===== config.mk =====
export PLATFORM = sky130hd
export DESIGN_NAME = s_mem_responder
export DESIGN_NICKNAME = d
export VERILOG_FILES = /design/src/rtl/s_mem_responder.sv
export SDC_FILE = /design/constraint.sdc
export NUM_CORES = 2
export LEC_CHECK = 0
export ABC_AREA = 1
export ABC_CLOCK_PERIOD_IN_PS = 1500
export BUFFER_PORTS_ARGS = -buffer_cell sky130_fd_sc_hd__buf_2
export CORE_UTILIZATION = 40
export DETAILED_ROUTE_END_ITERATION = 12
export GPL_TIMING_DRIVEN = 0
export PLACE_DENSITY_LB_ADDON = 0.15
export SYNTH_ARGS = -nofsm -noshare
export SYNTH_HDL_FRONTEND = slang
export SYNTH_SLANG_ARGS = --single-unit

===== constraint.sdc =====
create_clock -name clk -period 1.5 [get_ports clk]
set_input_delay 0.3 -clock clk [delete_from_list [all_inputs] [get_ports clk]]
set_output_delay 0.3 -clock clk [all_outputs]
set_load 0.01 [all_outputs]

===== src/rtl/s_mem_responder.sv =====
// rtl/s_mem_responder.sv - two-port req/gnt responder for the RC4 S-array with a 2-stage tagged read pipeline
// Define S_MEM_RR_ARB_EN for round-robin arbitration; default is fixed priority with A over B.
module s_mem_responder #(
    parameter int AW = 8,
    parameter int DW = 8
) (
    input  logic          clk,
    input  logic          rst_n,
    input  logic          req_a,
    input  logic          req_b,
    input  logic          we_a,
    input  logic          we_b,
    input  logic [AW-1:0] addr_a,
    input  logic [AW-1:0] addr_b,
    input  logic [DW-1:0] wdata_a,
    input  logic [DW-1:0] wdata_b,
    output logic          gnt_a,
    output logic          gnt_b,
    output logic          rvalid_a,
    output logic          rvalid_b,
    output logic [DW-1:0] rdata_a,
    output logic [DW-1:0] rdata_b,
    output logic          busy
);

    localparam int DEPTH = 1 << AW;

    logic [DW-1:0] mem_q [DEPTH];

    logic          a_wins;
    logic          acc_valid;
    logic          acc_we;
    logic [AW-1:0] acc_addr;
    logic [DW-1:0] acc_wdata;

    logic          s1_valid_q, s1_valid_d;
    logic          s1_tag_b_q, s1_tag_b_d;
    logic [DW-1:0] s1_data_q,  s1_data_d;
    logic          rvalid_a_q, rvalid_a_d;
    logic          rvalid_b_q, rvalid_b_d;
    logic [DW-1:0] rdata_a_q,  rdata_a_d;
    logic [DW-1:0] rdata_b_q,  rdata_b_d;

`ifdef S_MEM_RR_ARB_EN
    // High when B took the last contended grant, so A is owed the next one.
    logic last_b_q, last_b_d;

    always_comb begin
        a_wins   = last_b_q;
        last_b_d = last_b_q;
        if (rst_n && req_a && req_b) begin
            last_b_d = gnt_b;
        end
    end

    always_ff @(posedge clk or negedge rst_n) begin
        if (!rst_n) begin
            last_b_q <= 1'b1;
        end else begin
            last_b_q <= last_b_d;
        end
    end
`else
    always_comb begin
        a_wins = 1'b1;
    end
`endif

    always_comb begin
        gnt_a = 1'b0;
        gnt_b = 1'b0;
        if (rst_n) begin
            if (req_a && (!req_b || a_wins)) begin
                gnt_a = 1'b1;
            end else if (req_b) begin
                gnt_b = 1'b1;
            end
        end
    end

    always_comb begin
        acc_valid = gnt_a | gnt_b;
        acc_we    = gnt_a ? we_a    : we_b;
        acc_addr  = gnt_a ? addr_a  : addr_b;
        acc_wdata = gnt_a ? wdata_a : wdata_b;
    end

    // Storage is deliberately left out of reset; grants are already gated by rst_n.
    always_ff @(posedge clk) begin
        if (acc_valid && acc_we) begin
            mem_q[acc_addr] <= acc_wdata;
        end
    end

    always_comb begin
        s1_valid_d = acc_valid & ~acc_we;
        s1_tag_b_d = gnt_b;
        s1_data_d  = mem_q[acc_addr];
        rvalid_a_d = s1_valid_q & ~s1_tag_b_q;
        rvalid_b_d = s1_valid_q &  s1_tag_b_q;
        rdata_a_d  = rvalid_a_d ? s1_data_q : rdata_a_q;
        rdata_b_d  = rvalid_b_d ? s1_data_q : rdata_b_q;
    end

    always_ff @(posedge clk or negedge rst_n) begin
        if (!rst_n) begin
            s1_valid_q <= 1'b0;
            s1_tag_b_q <= 1'b0;
            s1_data_q  <= '0;
            rvalid_a_q <= 1'b0;
            rvalid_b_q <= 1'b0;
            rdata_a_q  <= '0;
            rdata_b_q  <= '0;
        end else begin
            s1_valid_q <= s1_valid_d;
            s1_tag_b_q <= s1_tag_b_d;
            s1_data_q  <= s1_data_d;
            rvalid_a_q <= rvalid_a_d;
            rvalid_b_q <= rvalid_b_d;
            rdata_a_q  <= rdata_a_d;
            rdata_b_q  <= rdata_b_d;
        end
    end

    assign rvalid_a = rvalid_a_q;
    assign rvalid_b = rvalid_b_q;
    assign rdata_a  = rdata_a_q;
    assign rdata_b  = rdata_b_q;
    assign busy     = s1_valid_q | rvalid_a_q | rvalid_b_q;

endmodule


Word-level counts from Yosys, hierarchy flattened
Memories as Yosys holds them, arrays and structs flattened. A register that Yosys moved wholly into a read port is not among the register bits.
Index checks and enable logic that the tools add are counted.
{"block": "totals", "reg_bits": 20, "ram_bits": 2048, "inputBits": 38, "output_inout_bits": 21, "elab_cells": 27, "memories": 1}
{"memory": "mem_q", "words": 256, "width": 8, "rd": 1, "rd_clocked_by_memory_dff": 1, "wr": 1, "line_no": "28", "source": "logic [DW-1:0] mem_q [DEPTH];"}
{"block": "op_classes", "mux": 10, "bitwise": 8, "n_reduce_logical": 2}
{"operator": "$mux W8", "count": 2}
{"operator": "$mux W1", "count": 8}
{"operator": "$and A1 B1 Y1", "count": 3}
{"operator": "$or A1 B1 Y1", "count": 3}
{"operator": "$not A1 Y1", "count": 2}
{"operator": "$logic_and A1 B1 Y1", "count": 1}
{"operator": "$logic_not A1 Y1", "count": 1}

Logic depth before layout (Yosys ltp)
{"block": "depth", "depth_word": 7, "depth_mapped": 19, "mapped_depth_nobuf": 15}

Worst setup path after synthesis
No wires, ideal clock.
{"block": "synth_timing", "path_type": "input port to flip-flop", "from": "in req_a", "to": "mem mem_q[0][0], data pin", "setup_time_ns": 0.823, "arrival_ns": 3.923, "t_required_ns": 0.677, "setup_slack_ns": -3.246, "stages": 6, "n_path_buf": 2, "cell_sequence": "nand2_1 buf_6 inv_2 buf_2 nand2_1 nand2_1"}
{"block": "synth_between", "elab_chain_cells": 3}
{"item": "from (decl)", "line_no": "9", "source": "input logic req_a,"}
{"item": "$mux W1", "line_no": "73", "source": "if (req_a && (!req_b || a_wins)) begin"}
{"item": "$mux W1", "line_no": "72", "source": "if (rst_n) begin"}
{"item": "via gnt_a", "line_no": "17", "source": "output logic gnt_a,"}
{"item": "$mux W8", "line_no": "85", "source": "acc_wdata = gnt_a ? wdata_a : wdata_b;"}
{"item": "via acc_wdata[0]", "line_no": "34", "source": "logic [DW-1:0] acc_wdata;"}
{"item": "to (decl)", "line_no": "28"}
The timed path passes the listed nets, and every way through them passes these cells.

Worst setup path after layout
{"block": "layout_timing", "from": "reg rvalid_a_q, in the netlist rvalid_a", "to": "out busy"}
{"block": "layout_between", "elab_chain_cells": 2}
{"item": "from (decl)", "line_no": "39", "source": "logic rvalid_a_q, rvalid_a_d;"}
{"item": "from (signal assigned)", "line_no": "118", "source": "rvalid_a_q <= rvalid_a_d;"}
{"item": "$or A1 B1 Y1 (2 in a row)", "line_no": "129", "source": "assign busy = s1_valid_q | rvalid_a_q | rvalid_b_q;"}
{"item": "to (decl)", "line_no": "23", "source": "output logic busy"}
Every way passes these cells.

==> results.py <==
metrics = {
    "worst_hold_path": {
        "timing.hold.worst.start": "wdata_a[5]",
        "holdCritPathClass": "in2reg",
    },
    "final_layout": {
        "drive_above_1_share_pct": 18.6,
        "syn2layout_area_growth_pct": 24.0,
        "layout_commonest_cell": "sky130_fd_sc_hd__nand2_1",
        "highest_count_cells_in_the_layout_ignoring_fill_and_taps": "sky130_fd_sc_hd__nand2_1 (4736), sky130_fd_sc_hd__edfxtp_1 (2048), sky130_fd_sc_hd__nand3_1 (422)",
        "utilization_pct": 50.0,
        "final_net_count": 9104,
    },
    "run_status": {
        "failed_checks": "setup timing",
        "outcome": "finished with violations",
    },
    "timing": {
        "hold_violations": 0,
        "final.setup.worst_slack_ns": -0.584,
        "max_clock_freq_mhz": 480,
        "finalMaxSlewViolations": 0,
        "max_slew.worst_pin.slew_ns": 0.980,
        "setup-violations-final": 3216,
        "finalWorstPathRequiredPeriod_ns": 2.08,
        "rsz0062_at_grt": "true",
        "totalNegativeSetupSlack_ns": -1025.37,
        "period_share_pct": 139,
        "finalHoldWorstSlack_ns": 0.112,
        "worst_slew_margin_rel_pct": 34.4,
        "final.setup_skew_ns": 0.0499,
    },
    "critical_path": {
        "critical_path_source_type": "flop",
        "timing.critical_path.max_delay_family": "flip-flops",
        "critPathKind": "reg2out",
        "largest_fanout_of_any_net_on_the_critical_path": 2,
        "startpoint": "rvalid_a",
        "timing.critical_path.required_ns": 1.20,
        "critical_path_buf_inv_count": 1,
        "critical_path.slowest_cell": "sky130_fd_sc_hd__dfrtp_2",
        "timing.critical_path.arrival_ns": 1.78,
        "critPathCaptureType": "output port",
        "critical_path.reg2reg.startpoint": "s1_valid_q",
        "crit_chain": "or3_1 -> buf_2",
        "max_stage_delay_ns": 0.45,
    },
    "logic_synthesis": {
        "mappedNetlistNets": 8522,
        "postSynthAreaPerCell_um2": 10.3,
        "synthesis.instances": 8484,
        "ys_seq_area_share_pct": 71.1,
        "synth.lib_cells_used.distinct": 26,
        "postSynthRegisterBits": 2076,
        "yosys_warnings": 0,
        "synth_area_um2": 87500,
    },
    "clocking": {
        "htreeDepth": 4,
        "cts_root_buffer": "sky130_fd_sc_hd__clkbuf_16",
        "clk_latency_ns": 0.88,
        "clockBufferDepth": 3,
        "tritoncts": "done",
        "clock_sink_count": 2076,
        "clock_slew_at_the_register_clock_pins_of_the_worst_setup_and_hold_paths_ns": 0.06,
        "cts_made_buffers": 216,
    },
    "global_route": {
        "grt_start_max_net_pins": 112,
        "globalRoute.totalOverflow": 0,
        "grtUsageTotal_pct": 27.1,
        "antenna_found_initial": 13,
        "grt_first_pass_wirelength_um": 426000,
        "first_global_vias": 58900,
    },
    "drt": {
        "vias": 63000,
        "viasPerCell": 5.20,
        "postRouteAntennaNets": 0,
        "avgRoutedWirePerCell_um": 26.1,
        "drc": 0,
        "detail_route.iter0.violations": 6859,
        "drt-total-wl_um": 317000,
        "dr.pass1.iters": 6,
    },
    "die": {
        "die_y_um": 470,
        "placeableCoreArea_um2": 217000,
        "num_rows": 171,
        "die-area_um2": 221000,
        "floorplan.die.width_um": 470,
        "design.portCount": 59,
        "initial_utilization_pct": 40.3,
    },
    "placed_design": {
        "detailedPlacementHpwl_um": 202000,
        "io_buffers": 58,
        "dpl_worst_slack_ns": -4.47,
        "routabilityCongestion": 0.967,
    },
    "power_and_ir_drop": {
        "power.density_nw_per_um2": 1240,
        "vdd.ir_drop.worst_v": 0.00125,
        "leakagePower_nw": 43.0,
    },
    "job": {
        "cap_violations": 0,
    },
}
timing repair:
item	4_1_cts	5_1_grt
buffers inserted	116	125
gates cloned	16	36
pin swaps	93	204
endpoints found under the hold margin	30	0
hold buffers	5	0
setup endpoints to repair	4143	2998
gates resized for setup	1039	760
final cells by class:
type,count,area (µm²)
fill,19300,109000
sequential,2076,62200
multi-input combinational,5909,26800
clock buffer,278,5760
timing repair buffer,365,4810
buffer,471,4090
tap,2854,3570
clock inverter,129,1100
inverter,27,148
antenna,4,10.0
logic make-up (layout without fill, tap and decap cells):
logic type      after synthesis  after routing  synth area share [%]
flops                      2076           2076                  71.1
buf+inv                     504           1270                  2.58
compound gates              151            151                 0.872
simple gates               5753           5758                  25.5
other cells                   0              4                     0
registers in the layout, indices dropped and copies added, names as in the netlist:
register    flops
mem_q        2048
rdata_a         8
rdata_b         8
rvalid_a        1
rvalid_b        1
s1_data_q       8
s1_tag_b_q      1
s1_valid_q      1
where the power goes:
part | leakage [nW] | internal, mW | switching (mW) | total (mW)
clock | 3.36 | 29.5 | 23.3 | 52.8
sequential | 18.3 | 64.5 | 0.150 | 64.7
combinational | 21.4 | 4.68 | 12.2 | 16.9
total | 43.0 | 98.7 | 35.6 | 134
synth_stat cells:
cell type,number,area share (%)
sky130_fd_sc_hd__nand2_1,4945,21
sky130_fd_sc_hd__a21oi_1,1,0.0057
sky130_fd_sc_hd__or3_1,1,0.0072
sky130_fd_sc_hd__o21ai_0,23,0.13
sky130_fd_sc_hd__o21ai_1,125,0.71
sky130_fd_sc_hd__inv_1,22,0.094
sky130_fd_sc_hd__nor2_2,7,0.050
sky130_fd_sc_hd__nand4_2,4,0.057
sky130_fd_sc_hd__nand2_4,1,0.013
sky130_fd_sc_hd__dfrtp_1,28,0.80
sky130_fd_sc_hd__clkbuf_1,188,0.81
sky130_fd_sc_hd__nor2_4,1,0.013
sky130_fd_sc_hd__nor2_1,344,1.5
sky130_fd_sc_hd__buf_6,5,0.064
sky130_fd_sc_hd__or2_1,2,0.014
sky130_fd_sc_hd__nand3_1,435,2.5
sky130_fd_sc_hd__nand2_2,3,0.021
sky130_fd_sc_hd__or2_2,2,0.014
sky130_fd_sc_hd__edfxtp_1,2048,70
sky130_fd_sc_hd__o21ai_2,2,0.020
sky130_fd_sc_hd__inv_2,5,0.021
sky130_fd_sc_hd__nor3_2,1,0.011
sky130_fd_sc_hd__buf_2,240,1.4
sky130_fd_sc_hd__buf_4,8,0.069
sky130_fd_sc_hd__buf_1,36,0.15
sky130_fd_sc_hd__nand3_2,7,0.080
metrics by stage:
stage | cells | instance area, µm² | power [mW]
2_1_floorplan | 8484 | 87800 | 73.0
3_3_place_gp | 11400 | 91600 | 79.4
3_5_place_dp | 11400 | 92100 | 79.5
4_1_cts | 12000 | 104000 | 133
5_1_grt | 12100 | 108000 | 138
6_report | 12100 | 108000 | 134
final timing paths:
path                                  to  slack, ns  cells past startpoint
setup / recovery                    busy      -0.58                      2
hold / removal             mem_q[114][5]       0.11                      3
max in group asynchronous     rdata_b[7]       0.46                      4
min in group asynchronous     rdata_a[0]       0.25                      2
hold reg to reg               rdata_a[3]       0.49                      2
setup reg to reg              rdata_a[4]      -0.52                      6
per-layer routing:
metal,global-route usage (%),vias up,wire length (µm)
met1,36.5,30800,132000
met5,0,-,55
li1,-,29300,-
met4,11.9,4,15900
met2,42.9,2443,145000
met3,4.61,502,24600
worst register-to-register path: cells and delay by family (launching register included):
family	cells	cell delay [ns]
AOI/OAI and AO/OA	1	0.17
buffers and inverters	4	1.23
DFF	1	0.46
and+or+nand+nor	1	0.04
Note: power is estimated with default switching activity, not from simulation.
